$ cat src/rtl/psum_porta_arbiter.sv
// rtl/psum_porta_arbiter.sv - psum SRAM port-A arbiter between the systolic controller and the psum loader
// Loader writes cannot stall, so they are skid-buffered per bank while the controller owns the port.
module psum_porta_arbiter #(
  parameter int NUM_BANK   = 8,
  parameter int ADDR_W     = 15,
  parameter int PSUM_W     = 32,
  parameter int FIFO_DEPTH = 4
) (
  input  logic                       CLK,
  input  logic                       RSTb,
  input  logic                       ctrl_req,
  output logic                       ctrl_gnt,
  input  logic [NUM_BANK-1:0]        ctrl_we,
  input  logic [NUM_BANK-1:0]        ctrl_en,
  input  logic [NUM_BANK*ADDR_W-1:0] ctrl_addr,
  input  logic [NUM_BANK*PSUM_W-1:0] ctrl_din,
  input  logic [NUM_BANK-1:0]        ld_we,
  input  logic [NUM_BANK-1:0]        ld_en,
  input  logic [NUM_BANK*ADDR_W-1:0] ld_addr,
  input  logic [NUM_BANK*PSUM_W-1:0] ld_din,
  output logic [NUM_BANK-1:0]        sram_we_a,
  output logic [NUM_BANK-1:0]        sram_en_a,
  output logic [NUM_BANK*ADDR_W-1:0] sram_addr_a,
  output logic [NUM_BANK*PSUM_W-1:0] sram_din_a,
  output logic [NUM_BANK-1:0]        fifo_empty,
  output logic                       overflow,
  input  logic                       overflow_clr
);

  localparam int PTR_W = $clog2(FIFO_DEPTH);
  localparam int CNT_W = PTR_W + 1;
  localparam int ENT_W = ADDR_W + PSUM_W;

  typedef enum logic [1:0] {
    LOADER     = 2'd0,
    WAIT_EMPTY = 2'd1,
    CTRL       = 2'd2
  } state_t;

  state_t state;

  logic [ENT_W-1:0] fifo_mem [NUM_BANK][FIFO_DEPTH];
  logic [PTR_W-1:0] rd_ptr   [NUM_BANK];
  logic [PTR_W-1:0] wr_ptr   [NUM_BANK];
  logic [CNT_W-1:0] count    [NUM_BANK];

  logic [NUM_BANK-1:0] ld_wr;
  logic [NUM_BANK-1:0] push;
  logic [NUM_BANK-1:0] pop;
  logic [NUM_BANK-1:0] drop;
  logic [NUM_BANK-1:0] accept;
  logic                all_empty;

  always_comb begin
    fifo_empty = '0;
    for (int i = 0; i < NUM_BANK; i++) begin
      fifo_empty[i] = (count[i] == '0);
    end
  end

  assign all_empty = &fifo_empty;

  // The FIFO only absorbs loader writes while the controller owns the port or older data is queued.
  always_comb begin
    ld_wr  = ld_en & ld_we;
    push   = '0;
    pop    = '0;
    drop   = '0;
    accept = '0;
    for (int i = 0; i < NUM_BANK; i++) begin
      if (state == CTRL) begin
        push[i] = ld_wr[i];
      end else if (count[i] != '0) begin
        pop[i]  = 1'b1;
        push[i] = ld_wr[i];
      end
      drop[i]   = push[i] && !pop[i] && (count[i] == CNT_W'(FIFO_DEPTH));
      accept[i] = push[i] && !drop[i];
    end
  end

  always_ff @(posedge CLK) begin
    for (int i = 0; i < NUM_BANK; i++) begin
      if (accept[i]) begin
        fifo_mem[i][wr_ptr[i]] <= {ld_addr[i*ADDR_W +: ADDR_W], ld_din[i*PSUM_W +: PSUM_W]};
      end
    end
  end

  always_ff @(posedge CLK or negedge RSTb) begin
    if (!RSTb) begin
      for (int i = 0; i < NUM_BANK; i++) begin
        rd_ptr[i] <= '0;
        wr_ptr[i] <= '0;
        count[i]  <= '0;
      end
    end else begin
      for (int i = 0; i < NUM_BANK; i++) begin
        if (accept[i]) begin
          wr_ptr[i] <= wr_ptr[i] + 1'b1;
        end
        if (pop[i]) begin
          rd_ptr[i] <= rd_ptr[i] + 1'b1;
        end
        count[i] <= count[i] + CNT_W'(accept[i]) - CNT_W'(pop[i]);
      end
    end
  end

  always_ff @(posedge CLK or negedge RSTb) begin
    if (!RSTb) begin
      sram_we_a   <= '0;
      sram_en_a   <= '0;
      sram_addr_a <= '0;
      sram_din_a  <= '0;
    end else begin
      for (int i = 0; i < NUM_BANK; i++) begin
        if (state == CTRL) begin
          sram_we_a[i]                   <= ctrl_we[i];
          sram_en_a[i]                   <= ctrl_en[i];
          sram_addr_a[i*ADDR_W +: ADDR_W] <= ctrl_addr[i*ADDR_W +: ADDR_W];
          sram_din_a[i*PSUM_W +: PSUM_W]  <= ctrl_din[i*PSUM_W +: PSUM_W];
        end else if (pop[i]) begin
          sram_we_a[i]                   <= 1'b1;
          sram_en_a[i]                   <= 1'b1;
          sram_addr_a[i*ADDR_W +: ADDR_W] <= fifo_mem[i][rd_ptr[i]][ENT_W-1:PSUM_W];
          sram_din_a[i*PSUM_W +: PSUM_W]  <= fifo_mem[i][rd_ptr[i]][PSUM_W-1:0];
        end else begin
          sram_we_a[i]                   <= ld_wr[i];
          sram_en_a[i]                   <= ld_wr[i];
          sram_addr_a[i*ADDR_W +: ADDR_W] <= ld_addr[i*ADDR_W +: ADDR_W];
          sram_din_a[i*PSUM_W +: PSUM_W]  <= ld_din[i*PSUM_W +: PSUM_W];
        end
      end
    end
  end

  // Grant mirrors the CTRL state; it is set together with the state so it is glitch-free.
  always_ff @(posedge CLK or negedge RSTb) begin
    if (!RSTb) begin
      state    <= LOADER;
      ctrl_gnt <= 1'b0;
    end else begin
      case (state)
        LOADER: begin
          if (ctrl_req) begin
            if (all_empty) begin
              state    <= CTRL;
              ctrl_gnt <= 1'b1;
            end else begin
              state <= WAIT_EMPTY;
            end
          end
        end
        WAIT_EMPTY: begin
          if (!ctrl_req) begin
            state <= LOADER;
          end else if (all_empty) begin
            state    <= CTRL;
            ctrl_gnt <= 1'b1;
          end
        end
        CTRL: begin
          if (!ctrl_req) begin
            state    <= LOADER;
            ctrl_gnt <= 1'b0;
          end
        end
        default: begin
          state    <= LOADER;
          ctrl_gnt <= 1'b0;
        end
      endcase
    end
  end

  always_ff @(posedge CLK or negedge RSTb) begin
    if (!RSTb) begin
      overflow <= 1'b0;
    end else if (|drop) begin
      overflow <= 1'b1;
    end else if (overflow_clr) begin
      overflow <= 1'b0;
    end
  end

endmodule

$ cat config.mk
export PLATFORM = sky130hd
export DESIGN_NAME = psum_porta_arbiter
export DESIGN_NICKNAME = d
export VERILOG_FILES = /design/src/rtl/psum_porta_arbiter.sv
export SDC_FILE = /design/constraint.sdc
export NUM_CORES = 2
export LEC_CHECK = 0
export ABC_AREA = 1
export BUFFER_PORTS_ARGS = -buffer_cell sky130_fd_sc_hd__buf_2
export CAP_MARGIN = 10
export CORE_AREA = 2 2 465 467
export CTS_CLUSTER_SIZE = 25
export DETAILED_ROUTE_END_ITERATION = 10
export DIE_AREA = 0 0 467 469
export GPL_TIMING_DRIVEN = 0
export HOLD_SLACK_MARGIN = 0.03
export PLACE_DENSITY = 0.65
export SYNTH_ARGS = -nofsm -noshare
export SYNTH_HDL_FRONTEND = slang
export SYNTH_SLANG_ARGS = --single-unit
$ cat constraint.sdc
create_clock -name CLK -period 9.14 [get_ports CLK]
set_clock_uncertainty 0.05 [all_clocks]
set_input_delay 1.371 -clock CLK [delete_from_list [all_inputs] [get_ports CLK]]
set_output_delay 1.371 -clock CLK [all_outputs]
set_load 0.05 [all_outputs]
## Word-level counts from Yosys, hierarchy flattened

Memories as Yosys holds them, arrays and structs flattened.
Index checks and enable logic that the tools add are counted.

- Register bits: 452
- RAM bits: 1504
- Input port bits: 788
- Output and inout bits: 402
- Logic and storage cells: 347
- Memories: 1

Memories:

| name | words | bits a word | rd ports | clocked after Yosys merged registers in | wr ports | RTL line | RTL |
|---|---|---|---|---|---|---|---|
| fifo_mem | 8 | 188 | 8 | 0 | 8 | 42 | `logic [ENT_W-1:0] fifo_mem [NUM_BANK][FIFO_DEPTH];` |

- Add/subtract/negate cells: 32
- $lt $le $gt $ge: 24
- Eq/ne operators: 15
- Muxes and demuxes: 156
- Bitwise logic cells: 17
- Reductions and logical operators: 71

Operator list:

| kind | number |
|---|---|
| $mux 188 | 8 |
| $mux 47 | 24 |
| $bmux 47 s2 | 8 |
| $demux 47 s2 | 8 |
| $mux 32 | 16 |
| $mux 15 | 16 |
| $mux 1 | 69 |
| $ge 3x3->1 const B | 16 |
| $not 2->3 | 16 |
| $add 2x1->2 const B | 16 |
| $logic_and 1x1->1 | 32 |
| $add 3x1->3 | 8 |
| $eq 3x3->1 const B | 8 |
| $logic_not 3->1 | 8 |
| $lt 3x1->1 const B | 8 |
| $reduce_bool 3->1 | 8 |
| $sub 3x1->3 | 8 |
| $logic_not 1->1 | 16 |
| $mux 2 | 5 |
| $and 8x8->8 | 1 |
| $reduce_and 8->1 | 1 |
| $reduce_or 8->1 | 1 |
| $pmux 2 s3 | 1 |
| $reduce_and 3->1 | 2 |
| 9 further kinds | 11 |

## Longest topological paths before layout

- Depth after elaboration: 10
- Gate-level depth with buffers: 14
- Gate-level depth less buffers: 13

## Worst setup path before layout

No wires, ideal clock.

- Path kind: input port to flip-flop
- From: in ld_en[6]
- To: mem fifo_mem[1][376] (netlist name) (enable)
- Library setup time: 452 ps
- Arrival time: 3791 ps
- Required time: 8638 ps
- Path slack: 4847 ps
- Stages: 5
- Buffers on the path: 0
- Cells stage by stage: nand2_1 nor2_1 nand3_1 nand3_1 nor2_1

RTL lines:

| element | RTL line | RTL |
|---|---|---|
| start: declaration | 18 | `input logic [NUM_BANK-1:0] ld_en,` |
| end: declaration | 42 |  |

## Worst setup path after layout

- From: reg count[13] (netlist name)
- To: out fifo_empty[3]

- Cells in the longest elaborated chain, start to end: 1

RTL lines:

| element | RTL line | RTL |
|---|---|---|
| start: declaration | 45 | `logic [CNT_W-1:0] count [NUM_BANK];` |
| start signal: indexed assignment | 105 | `count[i] <= count[i] + CNT_W'(accept[i]) - CNT_W'(pop[i]);` |
| $logic_not 3->1 | 57 | `fifo_empty[i] = (count[i] == '0);` |
| end: declaration | 25 | `output logic [NUM_BANK-1:0] fifo_empty,` |

No other way between the ends.

==> run_results.csv <==
group,metric,value,unit
power,swShare,0.433,
cts,postCtsSetupRepairBufs,0,
yosys,synthTopCellsByArea,"edfxtp_1 59%, dfrtp_1 15%, nand2_1 9.9%",
critical_path,path_class,"flip-flop to output pin",
global_route,grtUsageMet2,0.392,
yosys,ys.flop_type,"edfxtp_1",
power,intPower,19.3,mW
sta,setup_viol,0,
power,clkPwrFrac,0.246,
flow_run,maxCapViolCount,0,
global_route,overflow,0,
yosys,postSynthCellCount,6311,
yosys,synth_commonest_cells,"2010 x nand2_1, 1504 x edfxtp_1, 1154 x nand3_1",
cts,path_clk_slew,0.06,ns
drt,antenna_left,0,
sta,slew_violations,0,
cts,holdBufCountCts,0,
outcome,status,"finished clean",
power,combinationalPowerShare,0.403,
sta,timing.slew.headroom,0.230,
cells_and_area,syn_to_final_growth,23.0,%
global_route,grt_pass1_vias,54787,
cts,cts_htree_levels,4,
yosys,synth-edff-count,1504,
yosys,yosysWarningCount,0,
drt,drt-total-wl,283,mm
place,finalWeightedCongestion,0.992,
global_route,grt_busiest_layer,"met2",
cts,cts_sinks,1956,
cells_and_area,drive_gt1_frac,0.227,
power,powerDensity,363,nW/µm²
critical_path,rrSetupSlack,5.29,ns
hold_path,hold_path.class,"flip-flop to flip-flop",
place,dp.cells,10378,
power,power_leakage,37.5,nW
place,hpwl,206,mm
yosys,synth_cell_types,27,
yosys,synth_nets,7155,
critical_path,crit_required,7.72,ns
drt,routedWlPerCell,26.0,µm
yosys,yosysTopAreaCell,"edfxtp_1",
cts,clock_latency,0.86,ns
critical_path,cp-start-kind,"flip-flop",
sta,finalHoldViolCount,0,
critical_path,arrival,2.74,ns
sta,finalCriticalPeriod,4.16,ns
cells_and_area,layout.nets,8587,
cells_and_area,layout.cells.non_filler,10858,
global_route,grt_pass1_wl,393,mm
floorplan,start_util,0.358,
floorplan,core,214000,µm²
power,power.total,34.1,mW
drt,dr_total_vias,56897,
yosys,yosys.cell_count.top_type,"nand2_1",
power,ir_drop,0.314,mV
power,power.net_switching,14.8,mW
cts,clockBufferDepth,3,
critical_path,path_max_fanout,3,
yosys,synth_area,76500,µm²
yosys,postSynth.asyncResetShare,0.231,
global_route,met1_usage,0.319,
place,port_buffers,1189,
floorplan,pin_count,1190,
floorplan,rows,170,
global_route,grt_max_degree,108,
drt,dr.pass1.iters,5,
drt,drt-initial-drc-count,6062,
drt,drc,0,
global_route,grtUsageTotal,0.251,
yosys,ys_seq_elements,1956,
sta,post-route-period-util,0.455,
global_route,antenna_found_initial,160,
cts,cts_resized,0,
sta,worstMarginPinSlew,1.15,ns
sta,rsz0062_at_grt,"no",
floorplan,dieArea,219000,µm²
drt,viasPerCell,5.24,
cts,cts_buffers,201,
power,p_seq_frac,0.351,
yosys,syn_avg_cell_area,12.1,µm²
floorplan,die_x,467,µm
cts,cts_tree,"yes",
critical_path,cp-end-kind,"output pin",
global_route,grtUsageMet3,0.0655,
yosys,yosysSeqAreaShare,0.738,
yosys,synth_top_area_share,0.591,
cts,cts_root_buffer,"clkbuf_16",
floorplan,die_h,469,µm
sta,fmax,240,MHz
per-layer routing:
| metal | routed length (µm) | vias to the layer above |
|---|---|---|
| met1 | 108000 | 28137 |
| met3 | 27200 | 630 |
| li1 | - | 25071 |
| met2 | 132000 | 2995 |
| met4 | 15200 | 64 |
| met5 | 431 | - |
critical path, stage by stage, from the launching register on:
cell	delay (ns)
dfrtp_1	0.40
inv_1	0.12
nand2_1	0.08
nor2_1	0.85
buf_2	0.42
cell families after synthesis:
group / Yosys count / synth area share
AND/OR/NAND/NOR: 3397 / 0.187
buffers and inverters: 507 / 0.0310
XOR/XNOR: 24 / 0.00275
flip-flops: 1956 / 0.738
adder cells (fa/ha/maj): 56 / 0.00995
AO/OA/AOI/OAI: 371 / 0.0311
per-stage QoR:
| step | utilization | setup slack (ns) | TNS, ns | hold slack, ns | cell area (µm²) |
|---|---|---|---|---|---|
| global placement | 0.402 | -4.07 | -1747.11 | 0.414 | 86000 |
| detailed placement | 0.407 | 4.80 | 0 | 0.431 | 87100 |
| floorplan | - | 4.85 | 0 | 0.413 | 76500 |
| CTS | 0.439 | 4.83 | 0 | 0.448 | 93800 |
| finish | 0.440 | 4.98 | 0 | 0.450 | 94100 |
| global route | 0.440 | 4.91 | 0 | 0.471 | 94000 |
power by group through the flow:
stage | combinational (mW) | sequential, mW | clock (mW)
floorplan | 5.39 | 15.2 | 0
global placement | 13.4 | 12.2 | 0
detailed placement | 13.7 | 12.1 | 0
CTS | 13.8 | 12.0 | 8.50
global route | 14.8 | 12.1 | 8.85
finish | 13.7 | 12.0 | 8.38
layout make-up:
class,instances,area (µm²)
Clock inverter,107,1130
Clock buffer,274,5590
Timing Repair Buffer,1229,6810
Buffer,374,1870
Fill cell,19656,120000
Sequential cell,1956,56500
Multi-Input combinational cell,3848,17900
Antenna cell,99,248
Inverter,133,499
Tap cell,2838,3550
worst paths after layout:
check,end,from,cells past startpoint
setup / recovery,fifo_empty[3],count[13]$_DFF_PN0_,4
hold / removal,ctrl_gnt$_DFFE_PN0P_,ctrl_gnt$_DFFE_PN0P_,2
setup reg to reg,count[11]$_DFF_PN0_,state[0]$_DFFE_PN0P_,10
min in group asynchronous,sram_din_a[196]$_DFF_PN0_,RSTb,1
max in group asynchronous,sram_din_a[30]$_DFF_PN0_,RSTb,3
hold reg to reg,ctrl_gnt$_DFFE_PN0P_,ctrl_gnt$_DFFE_PN0P_,2
placed cells by master, fill, tap and decap left out, types with 40 or more instances in the layout:
master        n
a22oi_1     178
buf_2      1347
clkbuf_1    210
clkbuf_16   207
clkinv_2     40
dfrtp_1     452
diode_2      99
edfxtp_1   1504
ha_1         48
inv_1       125
nand2_1    2010
nand3_1    1154
nor2_1      176
o21ai_0     132
o22ai_1      60
flip-flops by register name, summed over array words and instances (netlist names):
register / flops
sram_en_a: 8
count: 24
overflow: 1
sram_we_a: 8
sram_addr_a: 120
rd_ptr: 16
wr_ptr: 16
state: 2
sram_din_a: 256
ctrl_gnt: 1
fifo_mem: 1504
No activity file was read; power rests on OpenSTA's default activity.
